<file path="src/rtl/sat_counter.sv">
// Saturating up-counter with synchronous clear that takes priority over increment.
module sat_counter #(
  parameter int unsigned W = 16
) (
  input  logic         ref_clk,
  input  logic         rst_n,
  input  logic         clr,
  input  logic         inc,
  output logic [W-1:0] cnt
);

  always_ff @(posedge ref_clk or negedge rst_n) begin
    if (!rst_n) begin
      cnt <= '0;
    end else if (clr) begin
      cnt <= '0;
    end else if (inc && (cnt != '1)) begin
      cnt <= cnt + 1'b1;
    end
  end

endmodule

</file>
<file path="config.mk">
export PLATFORM = sky130hd
export DESIGN_NAME = sat_counter
export DESIGN_NICKNAME = d
export VERILOG_FILES = /design/src/rtl/sat_counter.sv
export SDC_FILE = /design/constraint.sdc
export NUM_CORES = 1
export LEC_CHECK = 0
export CORE_MARGIN = 2
export CORE_UTILIZATION = 49
export CTS_CLUSTER_SIZE = 10
export DETAILED_ROUTE_END_ITERATION = 16
export GPL_TIMING_DRIVEN = 0
export PLACE_DENSITY = 0.83
export SYNTH_ARGS = -nofsm -noshare
export SYNTH_HDL_FRONTEND = slang
export SYNTH_SLANG_ARGS = --single-unit
export TNS_END_PERCENT = 20
</file>
<file path="constraint.sdc">
create_clock -name ref_clk -period 2.1 [get_ports ref_clk]
set_input_delay 0.42 -clock ref_clk [delete_from_list [all_inputs] [get_ports ref_clk]]
set_output_delay 0.42 -clock ref_clk [all_outputs]
set_load 0.02 [all_outputs]
</file>
==> flow_metrics.tcl <==
set metrics [dict create \
    clk-insertion-delay-late_ns 0.28 \
    coreArea_um2 1760 \
    rr_worst_depth 5 \
    outcome "complete, no violations" \
    initial_core_util 0.534 \
    synthToLayoutAreaGrowth_pct 27.4 \
    worst_setup_path_start_kind "flip-flop" \
    grt_start_max_net_pins 17 \
    finalHoldViolCount 0 \
    first_global_vias 840 \
    drt_iter0_drc 13 \
    yosysUniqueCellTypes 28 \
    period_needed_ns 1.94 \
    grt_util_all_layers 0.228 \
    post_cts_hold_buffer_count 0 \
    synth_warnings 0 \
    endpoint_kind "flip-flop" \
    synthesis.area_per_instance_um2 9.61 \
    post_synth_inst_count 98 \
    worstPathMaxFanout 10 \
    vert_die_dim_um 47.9 \
    ant_nets 0 \
    post_cts_resize_count 0 \
    critical_path.reg2reg.endpoint "cnt[15]$_DFFE_PN0P_" \
    synth.area.top_cells "sky130_fd_sc_hd__dfrtp_1, sky130_fd_sc_hd__a21oi_1, sky130_fd_sc_hd__o31ai_1, sky130_fd_sc_hd__mux2_1, sky130_fd_sc_hd__nand4_1" \
    r2r_slack_ns 0.16 \
    slew_headroom 0.506 \
    mappedNetlistNets 103 \
    clock-skew-final_ns 0.00192 \
    drcViolationCount 0 \
    design.die.area_um2 2290 \
    timing.final.max_slew_violations 0 \
    largest_register_ff_count 16 \
    vias 901 \
    antenna_found_initial 0 \
    p_leak_nw 0.470 \
    layout.cells.most_common "sky130_fd_sc_hd__clkdlybuf4s50_1" \
    fmax_mhz 516 \
    critical_path_cell_sequence "ha_1 > nand4_2 > nor4_4 > nor4_1 > mux2_1" \
    drt_pre_antenna_iters 4 \
    drt-vias-per-instance 6.17 \
    detailed_place_hpwl_um 1570 \
    routedWlPerCell_um 15.0 \
    cell_area_synth_um2 942 \
    final_nets 127 \
    place_worst_setup_slack_ns -0.0685 \
    seq_area_frac_synth 0.425 \
    rsz0062_at_grt "no" \
    yosys_register_bits 16 \
    grt.overflow.total 0 \
    chipWidth_um 47.9 \
    worst_path_largest_cell_delay_ns 0.52 \
    setup-violations-final 0 \
    layout.cells.most_common_list "sky130_fd_sc_hd__clkdlybuf4s50_1, sky130_fd_sc_hd__dfrtp_1, sky130_fd_sc_hd__a21oi_1" \
    wire_length_of_the_first_global_routing_pass_um 3680 \
    worst_ir_drop_vdd_mv 0.268 \
    drive_gt1_frac 0.116 \
    root_buffer "sky130_fd_sc_hd__clkbuf_4" \
    cts_max_path_buffers 2 \
    worst_slack_ns 0.161 \
    timing.rr.start "cnt[0]$_DFFE_PN0P_" \
    arrival_ns 2.12 \
    routed_wl_um 2180 \
    critical_path_data_required_time_ns 2.28 \
    num_rows 15 \
    hold_path.class "in2async" \
    finalSetupTns_ns 0 \
    synth_largest_area_cell "sky130_fd_sc_hd__dfrtp_1" \
    total_number_of_clock_tree_sinks 16 \
    num_antenna_cells 0 \
    drv.max_cap_violation_count 0 \
    place.gp.congestion 0.830 \
    path_clk_slew_ns 0.09 \
    max_flop_register "cnt" \
    final.fill_count 153 \
    timing_worst_setup_path_type "reg2reg" \
    synthDominantCellAreaShare 0.425 \
    layout_worst_path_cycle_share 0.923 \
    timing.critical_path.slowest_stage_cell "sky130_fd_sc_hd__nor4_4" \
    largestRegisters "cnt (16)" \
    tritoncts "yes" \
    ios 20 \
    cts_made_buffers 3 \
    port-buffer-count 19 \
    tightest_slew_ns 0.739 \
    cts_max_level 1 \
    cellPowerDensity_nw_per_um2 468 \
]
area by class of cell:
| class | instances | area, um^2 | area share |
|---|---|---|---|
| Timing Repair Buffer | 19 | 190 | 0.158 |
| Multi-Input combinational cell | 74 | 504 | 0.420 |
| Clock buffer | 4 | 36.3 | 0.0302 |
| Inverter | 3 | 11.3 | 0.00938 |
| Buffer | 5 | 26.3 | 0.0219 |
| Tap cell | 25 | 31.3 | 0.0261 |
| Sequential cell | 16 | 400 | 0.334 |
synth_stat cells, drive strengths merged:
cell type and count:
nor2 4, or4 7, nand4 7, a21oi 11, clkbuf 4, o31ai 7, nor4 5, nand3 3
nand3b 1, nor2b 4, buf 1, inv 3, o21ai 4, or3 3, and4 2, ha 1
o211ai 1, nor3 1, mux2 4, dfrtp 16, and3 2, a211oi 1, nand2 6
per-stage QoR:
step / instances / utilization / hold slack, ns / power [mW] / instance area [um^2]
4_1_cts: 146 / 0.680 / 0.580 / 0.568 / 1200
6_report: 146 / 0.680 / 0.565 / 0.562 / 1200
2_1_floorplan: 98 / - / 0.124 / 0.341 / 942
3_5_place_dp: 142 / 0.660 / 0.591 / 0.366 / 1160
3_3_place_gp: 142 / 0.660 / 0.584 / 0.365 / 1160
5_1_grt: 146 / 0.680 / 0.611 / 0.589 / 1200
logic make-up (layout without fill, tap and decap cells):
group / count (synthesis) / in the layout / share of synthesized area
AOI/OAI and AO/OA: 24 / 24 / 0.162
adders and majority gates: 1 / 1 / 0.0133
buffers and inverters: 8 / 31 / 0.0398
DFF: 16 / 16 / 0.425
muxes: 4 / 4 / 0.0478
and+or+nand+nor: 45 / 45 / 0.312
how the worst max path moves through the flow:
| stage | from | end | slack [ns] | depth (start not counted) |
|---|---|---|---|---|
| floorplan | cnt[0]$_DFFE_PN0P_ | cnt[15]$_DFFE_PN0P_ | 0.22 | 5 |
| global placement | inc | cnt[3]$_DFFE_PN0P_ | -0.06 | 5 |
| detailed placement | inc | cnt[3]$_DFFE_PN0P_ | -0.07 | 5 |
| CTS | cnt[0]$_DFFE_PN0P_ | cnt[15]$_DFFE_PN0P_ | 0.12 | 5 |
| global route | cnt[0]$_DFFE_PN0P_ | cnt[15]$_DFFE_PN0P_ | 0.0003 | 5 |
| finish | cnt[0]$_DFFE_PN0P_ | cnt[15]$_DFFE_PN0P_ | 0.16 | 5 |
what timing repair did:
| item | in CTS | in global routing |
|---|---|---|
| endpoints found under the setup margin | 0 | 2 |
| hold endpoints to repair | 0 | 0 |
| buffers inserted | 0 | 0 |
worst max-delay path, delay by kind of cell, from the launching register on:
kind	cells	cell delay, ns
AND/OR/NAND/NOR	3	0.80
multiplexers	1	0.33
flip-flops	1	0.44
adder cells (fa/ha/maj)	1	0.25
where the power goes:
part / internal, mW / switching (mW) / total, mW
clock network: 0.106 / 0.0968 / 0.202
registers: 0.311 / 0.00410 / 0.315
logic: 0.0161 / 0.0287 / 0.0448
layer usage:
layer	track usage	up-vias	share of wire
li1	-	427	-
met5	0	-	0
met4	0.0703	0	0.015
met1	0.277	440	0.45
met2	0.411	29	0.49
met3	0.0340	5	0.039
Power figures use the tool's default switching activity.
==> patch: new RTL, config.mk and constraints unchanged <==
Register the output `cnt` once more; this adds one clock of latency there.
--- a/src/rtl/sat_counter.sv
+++ b/src/rtl/sat_counter.sv
@@ -10,12 +10,18 @@
 );
 
+  logic [W-1:0] cnt_s0;
+
   always_ff @(posedge ref_clk or negedge rst_n) begin
     if (!rst_n) begin
-      cnt <= '0;
+      cnt_s0 <= '0;
     end else if (clr) begin
-      cnt <= '0;
-    end else if (inc && (cnt != '1)) begin
-      cnt <= cnt + 1'b1;
+      cnt_s0 <= '0;
+    end else if (inc && (cnt_s0 != '1)) begin
+      cnt_s0 <= cnt_s0 + 1'b1;
     end
+  end
+
+  always_ff @(posedge ref_clk) begin
+    cnt <= cnt_s0;
   end
 
Check against the original RTL: not equivalent (Yosys sat finds a counterexample within 4 cycles, from zero or initial values and one cycle with rst_n low).
==> patch against the unedited design <==
- sequential cell count is 16 higher
- global-route usage decreased by 4.6 points
- critical endpoint is now cnt_s0[9]
- register-to-register slack gained 70 ps
- clock skew rose by 5.1 ps
- routed wire length increased by 11%
- worst hold slack lost 130 ps
- via count up 9.8%
- cell area increased by 33%
- area after synthesis rose by 39%
- total power grew 83%
- worst setup slack improved by 6.7 ps
- critical path depth unchanged
==> patch: results (changes against the unedited design) <==
Global routing
  • Met1 Usage GRT: 20.6% (was 27.7%)
  • Total GRT Usage: 18.2% (was 22.8%)
  • First-pass GRT wire length: 4.23 mm (was 3.68 mm)
  • Vias in the first global route: 959 (was 840)

Synth
  • Seq cells post-synth: 32 (was 16)
  • Post-synth top cells: dfrtp_1, dfxtp_1, a21oi_1 (was dfrtp_1, a21oi_1, o31ai_1)
  • Ys flop type: dfxtp_1 (was dfrtp_1)
  • Asr flop ratio synth: 50.0% (was 100%)
  • Top cells by area, synth: dfrtp_1, dfxtp_1, nand4_4, a211oi_1, o31ai_1 (was dfrtp_1, a21oi_1, o31ai_1, mux2_1, nand4_1)
  • Synth Area in Compound Gates: 13.2% (was 16.2%)
  • Synth Area in Adders: 0.958% (was 1.33%)

Cells and area
  • Clk cell area share: 3.67% (was 3.02%)
  • Biggest regs: cnt: 16 flops, cnt_s0: 16 flops (was cnt: 16 flops)
  • Fin util: 64.0% (was 68.0%)
  • Non-Clock Buffer Count: 23 (was 24)
  • Inverter count: 4 (was 3)

Detailed routing
  • Metal-1 WL: 1.05 mm (was 992 um)
  • Met2 routed WL: 1.20 mm (was 1.07 mm)
  • First DRT Iteration DRCs: 6 (was 13)
  • WL/cell: 14.0 um (was 15.0 um)
  • DR vias: 989 (was 901)

Worst setup path
  • Reg2reg end: cnt_s0[9] (was cnt[15])
  • Worst r2r path cells: 6 (was 5)
  • Critical Path Fanout Max: 9 (was 10)

Run status
  • Status: finished, final reports clean (unchanged)

Power
  • Total power: 1.03 mW (was 562 uW)
  • P_leak: 0.635 nW (was 0.470 nW)
  • Net switching power: 225 uW (was 130 uW)

Placement
  • DP Area: 1530 um2 (was 1160 um2)
  • Dpl cells: 164 (was 142)
  • DP HPWL: 1.70 mm (was 1.57 mm)
  • Placer Congestion: 0.762 (was 0.830)

Timing
  • Period minus WS final: 1930 ps (was 1940 ps)
  • WHS: 433 ps (was 565 ps)
  • Clock skew: 7.04 ps (was 1.92 ps)

Worst hold path
  • Worst Hold Class: reg -> reg (was in -> async)
## patch: changes by cell type in the layout (fill, tap and decap cells not counted), moves of 3 or more
cell      delta
a211oi_1     +5
a21oi_1      -4
dfxtp_1     +16
nand4_1      -5
nor3_1       +5
nor4_1       -4
o21ai_1      -3
## patch: repair_timing
action                                 in CTS  in global routing
endpoints found under the hold margin       0                  0
setup buffers                               1                  0
setup endpoints to repair                   2                  0
## patch: critical path, cell delays in order
cell and delay [ps]:
clkdlybuf4s50_1 640, and3_2 270, nand3_4 130, or4_1 550, a21oi_1 170
## patch: worst max path at each step
stage / startpoint / end / cells after the start
floorplan: cnt_s0[0] / cnt_s0[3] / 5
global placement: inc / cnt_s0[11] / 5
detailed placement: inc / cnt_s0[9] / 5
CTS: inc / cnt_s0[9] / 5
global route: cnt_s0[0] / cnt_s0[5] / 5
finish: inc / cnt_s0[9] / 5
